File: config.mk
export PLATFORM = sky130hd
export DESIGN_NAME = bus_wait_memory
export DESIGN_NICKNAME = d
export VERILOG_FILES = /design/src/rtl/bus_wait_memory.sv
export SDC_FILE = /design/constraint.sdc
export NUM_CORES = 2
export LEC_CHECK = 0
export ABC_AREA = 0
export ABC_CLOCK_PERIOD_IN_PS = 5500
export BUFFER_PORTS_ARGS = -buffer_cell sky130_fd_sc_hd__buf_2
export CORE_AREA = 2 2 602 454
export DETAILED_ROUTE_END_ITERATION = 10
export DIE_AREA = 0 0 604 456
export PLACE_DENSITY = 0.46
export RECOVER_POWER = 100
export SLEW_MARGIN = 30
export SYNTH_ARGS = -nofsm -noshare
export SYNTH_HDL_FRONTEND = slang
export SYNTH_SLANG_ARGS = --single-unit
File: constraint.sdc
create_clock -name clk -period 5.5 [get_ports clk]
set_input_delay 0.55 -clock clk [delete_from_list [all_inputs] [get_ports clk]]
set_output_delay 0.55 -clock clk [all_outputs]
set_load 0.05 [all_outputs]
File: src/rtl/bus_wait_memory.sv
// -----------------------------------------------------------------------------
// bus_wait_memory
//   Word-addressed RAM slave for the mips_cpu_bus memory interface. Inserts a
//   fixed or LFSR-driven number of wait states per access, supports byte-lane
//   writes, decodes a base address and flags illegal accesses with a one-cycle
//   error pulse.
//
// Ports
//   clk          in   1   clock, all state on rising edge
//   reset        in   1   asynchronous, active-high reset
//   address      in   32  byte address from master
//   write        in   1   write request
//   read         in   1   read request
//   waitrequest  out  1   1 = master must hold its request unchanged
//   writedata    in   32  write data
//   byteenable   in   4   lane enables, bit0 = bits 7:0 ... bit3 = bits 31:24
//   readdata     out  32  read data, registered
//   error        out  1   one-cycle pulse after an illegal access commits
//
// Memory contents are deliberately outside the reset domain so a bench can
// preload them (hierarchically or over the bus) and keep them across resets.
// -----------------------------------------------------------------------------
module bus_wait_memory #(
  parameter logic [31:0] BASE_ADDR   = 32'hBFC00000,
  parameter int unsigned DEPTH_WORDS = 64,
  parameter int unsigned WAIT_CYCLES = 0,
  parameter int unsigned RANDOM_WAIT = 0,
  parameter logic [7:0]  LFSR_SEED   = 8'hA5
) (
  input  logic        clk,
  input  logic        reset,
  input  logic [31:0] address,
  input  logic        write,
  input  logic        read,
  output logic        waitrequest,
  input  logic [31:0] writedata,
  input  logic [3:0]  byteenable,
  output logic [31:0] readdata,
  output logic        error
);

  localparam int unsigned IDX_W      = $clog2(DEPTH_WORDS);
  localparam logic [31:0] SPAN_BYTES = 32'(DEPTH_WORDS * 4);

  typedef enum logic {
    ST_IDLE  = 1'b0,
    ST_STALL = 1'b1
  } state_t;

  state_t            r_state;
  logic [3:0]        r_count;
  logic [7:0]        r_lfsr;
  logic [31:0]       r_readdata;
  logic              r_error;
  logic [31:0]       r_mem [DEPTH_WORDS];

  logic              w_req;
  logic [3:0]        w_stall;
  logic              w_commit;
  logic              w_waitreq;
  logic [31:0]       w_offset;
  logic              w_zero;
  logic              w_illegal;
  logic [IDX_W-1:0]  w_idx;
  logic              w_mem_we;

  // Fibonacci LFSR for x^8+x^6+x^5+x^4+1 (taps at bits 7,5,4,3).
  function automatic logic [7:0] f_lfsr_next(input logic [7:0] s);
    return {s[6:0], s[7] ^ s[5] ^ s[4] ^ s[3]};
  endfunction

  // Byte-lane merge; an all-zero enable means a legacy full-word write.
  function automatic logic [31:0] f_merge(input logic [31:0] old_w,
                                          input logic [31:0] new_w,
                                          input logic [3:0]  be);
    logic [3:0]  lanes;
    logic [31:0] res;
    lanes = (be == 4'b0000) ? 4'b1111 : be;
    for (int i = 0; i < 4; i++) begin
      res[8*i +: 8] = lanes[i] ? new_w[8*i +: 8] : old_w[8*i +: 8];
    end
    return res;
  endfunction

  assign w_req = read | write;

  // Stall length for the access presented in IDLE.
  always_comb begin
    w_stall = 4'd0;
    if (RANDOM_WAIT != 0) begin
      w_stall = 4'(32'(r_lfsr[3:0]) % (WAIT_CYCLES + 32'd1));
    end else begin
      w_stall = 4'(WAIT_CYCLES);
    end
  end

  // Address decode. Subtraction is 32-bit unsigned so addresses below the
  // base wrap to huge offsets and fall out of range instead of aliasing.
  always_comb begin
    w_offset  = address - BASE_ADDR;
    w_zero    = (address == 32'd0);
    w_idx     = w_offset[IDX_W+1:2];
    w_illegal = 1'b0;
    if (w_zero) begin
      w_illegal = 1'b0;
    end else if ((read && write) || (address[1:0] != 2'b00) ||
                 (w_offset >= SPAN_BYTES)) begin
      w_illegal = 1'b1;
    end else begin
      w_illegal = 1'b0;
    end
  end

  // Commit happens on the edge where the master sees waitrequest low.
  always_comb begin
    w_commit  = 1'b0;
    w_waitreq = 1'b0;
    case (r_state)
      ST_IDLE: begin
        if (w_req) begin
          w_waitreq = (w_stall != 4'd0);
          w_commit  = (w_stall == 4'd0);
        end else begin
          w_waitreq = 1'b0;
          w_commit  = 1'b0;
        end
      end
      ST_STALL: begin
        w_waitreq = (r_count != 4'd0);
        w_commit  = w_req && (r_count == 4'd0);
      end
      default: begin
        w_waitreq = 1'b0;
        w_commit  = 1'b0;
      end
    endcase
  end

  // Reset forces waitrequest low at once, even mid-stall.
  assign waitrequest = w_waitreq & ~reset;

  assign w_mem_we = w_commit && write && !w_illegal && !w_zero;

  // Access FSM: stall counter, LFSR and registered response outputs.
  always_ff @(posedge clk or posedge reset) begin
    if (reset) begin
      r_state    <= ST_IDLE;
      r_count    <= 4'd0;
      r_lfsr     <= LFSR_SEED;
      r_readdata <= 32'd0;
      r_error    <= 1'b0;
    end else begin
      case (r_state)
        ST_IDLE: begin
          if (w_req) begin
            r_lfsr <= f_lfsr_next(r_lfsr);
            if (w_stall != 4'd0) begin
              r_count <= w_stall - 4'd1;
              r_state <= ST_STALL;
            end
          end
        end
        ST_STALL: begin
          if (!w_req) begin
            // master abandoned the request: drop it silently
            r_count <= 4'd0;
            r_state <= ST_IDLE;
          end else if (r_count == 4'd0) begin
            r_state <= ST_IDLE;
          end else begin
            r_count <= r_count - 4'd1;
          end
        end
        default: begin
          r_count <= 4'd0;
          r_state <= ST_IDLE;
        end
      endcase

      if (w_commit) begin
        r_error <= w_illegal;
        if (read) begin
          // illegal reads and the idle fetch at address 0 return zero
          r_readdata <= (w_illegal || w_zero) ? 32'd0 : r_mem[w_idx];
        end else begin
          r_readdata <= r_readdata;
        end
      end else begin
        r_error <= 1'b0;
      end
    end
  end

  // Storage array, written only by a legal write commit.
  always_ff @(posedge clk) begin
    if (w_mem_we) begin
      r_mem[w_idx] <= f_merge(r_mem[w_idx], writedata, byteenable);
    end
  end

  assign readdata = r_readdata;
  assign error    = r_error;

endmodule

==> metrics.json <==
{
  "sta": {
    "final-hold-violation-count": 0,
    "fin_skew_ns": 0.0909,
    "slew-limit-headroom": -0.663,
    "worst_pin_slew_ns": 2.49,
    "report.final.setup_viol": 0,
    "unrepaired_setup_endpoints_after_global_routing": "false",
    "timing.final.crit_period_ns": 4.91,
    "slew_viol_final": 169,
    "final.setup.worst_slack_ns": 0.592,
    "fmaxAchievable_mhz": 204,
    "finalSetupTns_ns": 0,
    "min_period_over_period": 0.892
  },
  "placed_design": {
    "detailedPlace.worstSlack_ns": 0.309,
    "gp_routability_congestion": 0.850,
    "place_hpwl_um": 162000,
    "io_buffers": 105
  },
  "clock_tree": {
    "cts_setup_buffers": 0,
    "clkSlewWorstSetupHoldPaths_ns": 0.07,
    "ctsHtreeMaxLevel": 4,
    "cts_sinks": 2086,
    "post_cts_hold_buffer_count": 1,
    "tritoncts_clock_tree": "built",
    "clk_latency_ns": 0.88,
    "clock-root-buffer": "sky130_fd_sc_hd__clkbuf_16",
    "post_cts_resize_count": 0,
    "cts-root-to-sink-buffers": 4,
    "num_cts_buffers": 206
  },
  "setup_path": {
    "crit_required_ns": 6.14,
    "element_type_at_the_critical_path_start": "input pin",
    "critical_path.max_stage_delay_ns": 1.22,
    "critPathBufInv": 6,
    "path_delay_family": "buffers and inverters",
    "reg2reg_slack_ns": 0.66,
    "worstSetupPathType": "in2reg",
    "worst_setup_path_end_kind": "flop",
    "cp_cell_sequence": "buf_8 > clkbuf_1 > buf_4 > mux2i_1 > o22ai_1 > o31ai_1 > o2111ai_1 > clkbuf_1 > nor4_1 > clkbuf_1 > a21oi_1 > buf_8",
    "crit_path_max_fanout": 51,
    "worst_ep_arrival_time_ns": 5.55,
    "critical_path.most_common_cell": "sky130_fd_sc_hd__clkbuf_1",
    "critical-path-slowest-cell": "sky130_fd_sc_hd__a21oi_1"
  },
  "global_routing": {
    "grt_pass1_vias": 43588,
    "global_route.overflow_total": 0,
    "grt_antenna_before_repair": 19,
    "grt_first_pass_wirelength_um": 368000,
    "groute.usage.overall": 0.191,
    "grt_start_max_net_pins": 84
  },
  "yosys": {
    "ys_seq_elements": 2086,
    "syn_area_per_cell_um2": 18.0,
    "synth_edf_count": 2048,
    "post_syn_instances": 4485,
    "asyncSetResetFlopFracSynth": 0.0182,
    "synth_nets": 4558,
    "post_synth_instance_area_um2": 80600,
    "yosysUniqueCellTypes": 64,
    "synth_flop_cell": "sky130_fd_sc_hd__edfxtp_1",
    "synth-warning-count": 0,
    "synth.yosys.seq_area_share": 0.775
  },
  "die": {
    "rows": 165,
    "die_width_um": 604,
    "io_pins": 106,
    "die_area_um2": 275000,
    "std_cell_core_area_um2": 269000,
    "vert_die_dim_um": 456,
    "start_util": 0.300
  },
  "final_layout": {
    "fillerInstances": 25313,
    "mostFrequentLayoutCell": "sky130_fd_sc_hd__edfxtp_1",
    "layout_common_cells": "sky130_fd_sc_hd__edfxtp_1, sky130_fd_sc_hd__mux2i_1, sky130_fd_sc_hd__nand2_1, sky130_fd_sc_hd__clkbuf_16, sky130_fd_sc_hd__buf_4",
    "area_growth_pct": 17.3,
    "final_nets": 4930,
    "layout-drive-gt1-share": 0.178
  },
  "power": {
    "power.leakage_nw": 30.8,
    "power_density_nw_per_um2": 365,
    "ir_drop_mv": 0.228
  },
  "detailed_routing": {
    "route.detailed.drc": 0,
    "drt-total-wl_um": 269000,
    "drt-wirelength-per-cell_um": 31.2,
    "vias_per_cell": 5.30,
    "route.vias.total": 45628,
    "drt_iter0_drc": 5796,
    "firstDrtPassIters": 5,
    "postRouteAntennaNets": 0
  },
  "run": {
    "maxCapViolations": 6
  },
  "min_path": {
    "holdCritPathClass": "in2reg"
  },
  "run_status": {
    "run_status": "complete, but fails checks",
    "violations": "max-capacitance violations, max-slew violations"
  }
}
report_power, final:
group          switching [mW]  total, mW  leakage (nW)  internal, mW
combinational            1.85       2.51          8.70         0.652
sequential             0.0101       17.8          18.9          17.8
clock                    6.08       14.2          3.23          8.10
total                    7.94       34.5          30.8          26.6
path summary, 6_finish.rpt:
check,start,end,cells after the start
min in group asynchronous,reset,r_count[1],4
setup reg to reg,r_count[1],r_mem[32][26],9
hold reg to reg,readdata[24],readdata[24],2
hold / removal,write,r_count[2],4
max in group asynchronous,reset,readdata[6],4
setup / recovery,address[4],r_mem[54][22],12
worst register-to-register path, stage by stage, from the launching register on:
cell	delay (ns)
sky130_fd_sc_hd__dfrtp_1	0.42
sky130_fd_sc_hd__inv_1	0.07
sky130_fd_sc_hd__ha_1	0.17
sky130_fd_sc_hd__or3b_2	0.50
sky130_fd_sc_hd__a21boi_0	0.17
sky130_fd_sc_hd__nor4b_1	0.26
sky130_fd_sc_hd__clkbuf_1	0.50
sky130_fd_sc_hd__nand2_1	0.76
sky130_fd_sc_hd__nor2_4	1.06
sky130_fd_sc_hd__clkbuf_1	0.57
cell usage after synthesis (all sizes together) (2+ instances only):
library cell | count | area, µm²
o22ai | 163 | 1020
or2 | 3 | 18.8
nor2b | 7 | 43.8
buf | 152 | 833
and2 | 3 | 18.8
a221o | 75 | 751
a32o | 2 | 20.0
mux4 | 134 | 3020
nand2b | 4 | 25.0
o21ai | 73 | 365
o31ai | 84 | 631
nor4bb | 3 | 30.0
o32ai | 164 | 1440
nor4 | 34 | 213
a22oi | 58 | 435
nand2 | 214 | 803
o2bb2ai | 2 | 17.5
a31oi | 2 | 12.5
nor3b | 7 | 52.6
dfrtp | 38 | 951
a21oi | 104 | 521
inv | 172 | 646
a221oi | 101 | 891
nor3 | 10 | 50.1
nor2 | 118 | 453
mux2 | 5 | 60.1
a22o | 34 | 298
o21a | 27 | 203
a2111oi | 2 | 17.5
nand3 | 11 | 55.1
and3 | 5 | 31.3
o2111ai | 29 | 254
edfxtp | 2048 | 61500
nor4b | 2 | 30.0
and3b | 3 | 26.3
clkbuf | 152 | 571
o22a | 28 | 245
or3b | 6 | 52.6
nand4 | 4 | 25.0
mux2i | 379 | 3790
nand3b | 6 | 45.0
or3 | 3 | 18.8
flip-flops by register name, summed over array words and instances (netlist names):
signal / cells
r_mem: 2048
readdata: 32
r_count: 4
error: 1
r_state: 1
cell families (layout without fill, tap and decap cells):
logic type | after synthesis | after routing | synth area share
flops | 2086 | 2086 | 0.775
compound gates | 956 | 956 | 0.0891
mux | 518 | 518 | 0.0853
buf+inv | 477 | 1009 | 0.0255
simple gates | 447 | 447 | 0.0252
fa+ha+maj | 1 | 1 | 0.000155
other cells | 0 | 10 | 0
cell type report:
type | instances | area (µm²) | area share
Sequential cell | 2086 | 62400 | 0.661
Antenna cell | 10 | 25.0 | 0.000265
Tap cell | 3590 | 4490 | 0.0475
Inverter | 173 | 652 | 0.00690
Clock buffer | 259 | 5560 | 0.0588
Timing Repair Buffer | 468 | 3530 | 0.0373
Multi-Input combinational cell | 1922 | 16800 | 0.177
Clock inverter | 109 | 1030 | 0.0109
metrics by stage:
stage / area (µm²) / util / std cells / power, mW / hold WS (ns)
global placement: 88600 / 0.329 / 8233 / 20.7 / 0.463
floorplan: 80600 / - / 4485 / 19.3 / 0.492
CTS: 95400 / 0.354 / 8607 / 34.8 / 0.141
global route: 94500 / 0.351 / 8610 / 35.5 / 0.224
detailed placement: 88800 / 0.330 / 8238 / 20.7 / 0.473
finish: 94500 / 0.351 / 8617 / 34.5 / 0.207
routing by layer:
layer	wire length [µm]	GRT usage	vias up
met5	0	0	-
met2	112000	0.266	1807
li1	-	-	19129
met3	23500	0.0482	275
met4	5420	0.0388	0
met1	128000	0.296	24417
(Power assumes the default switching activity.)
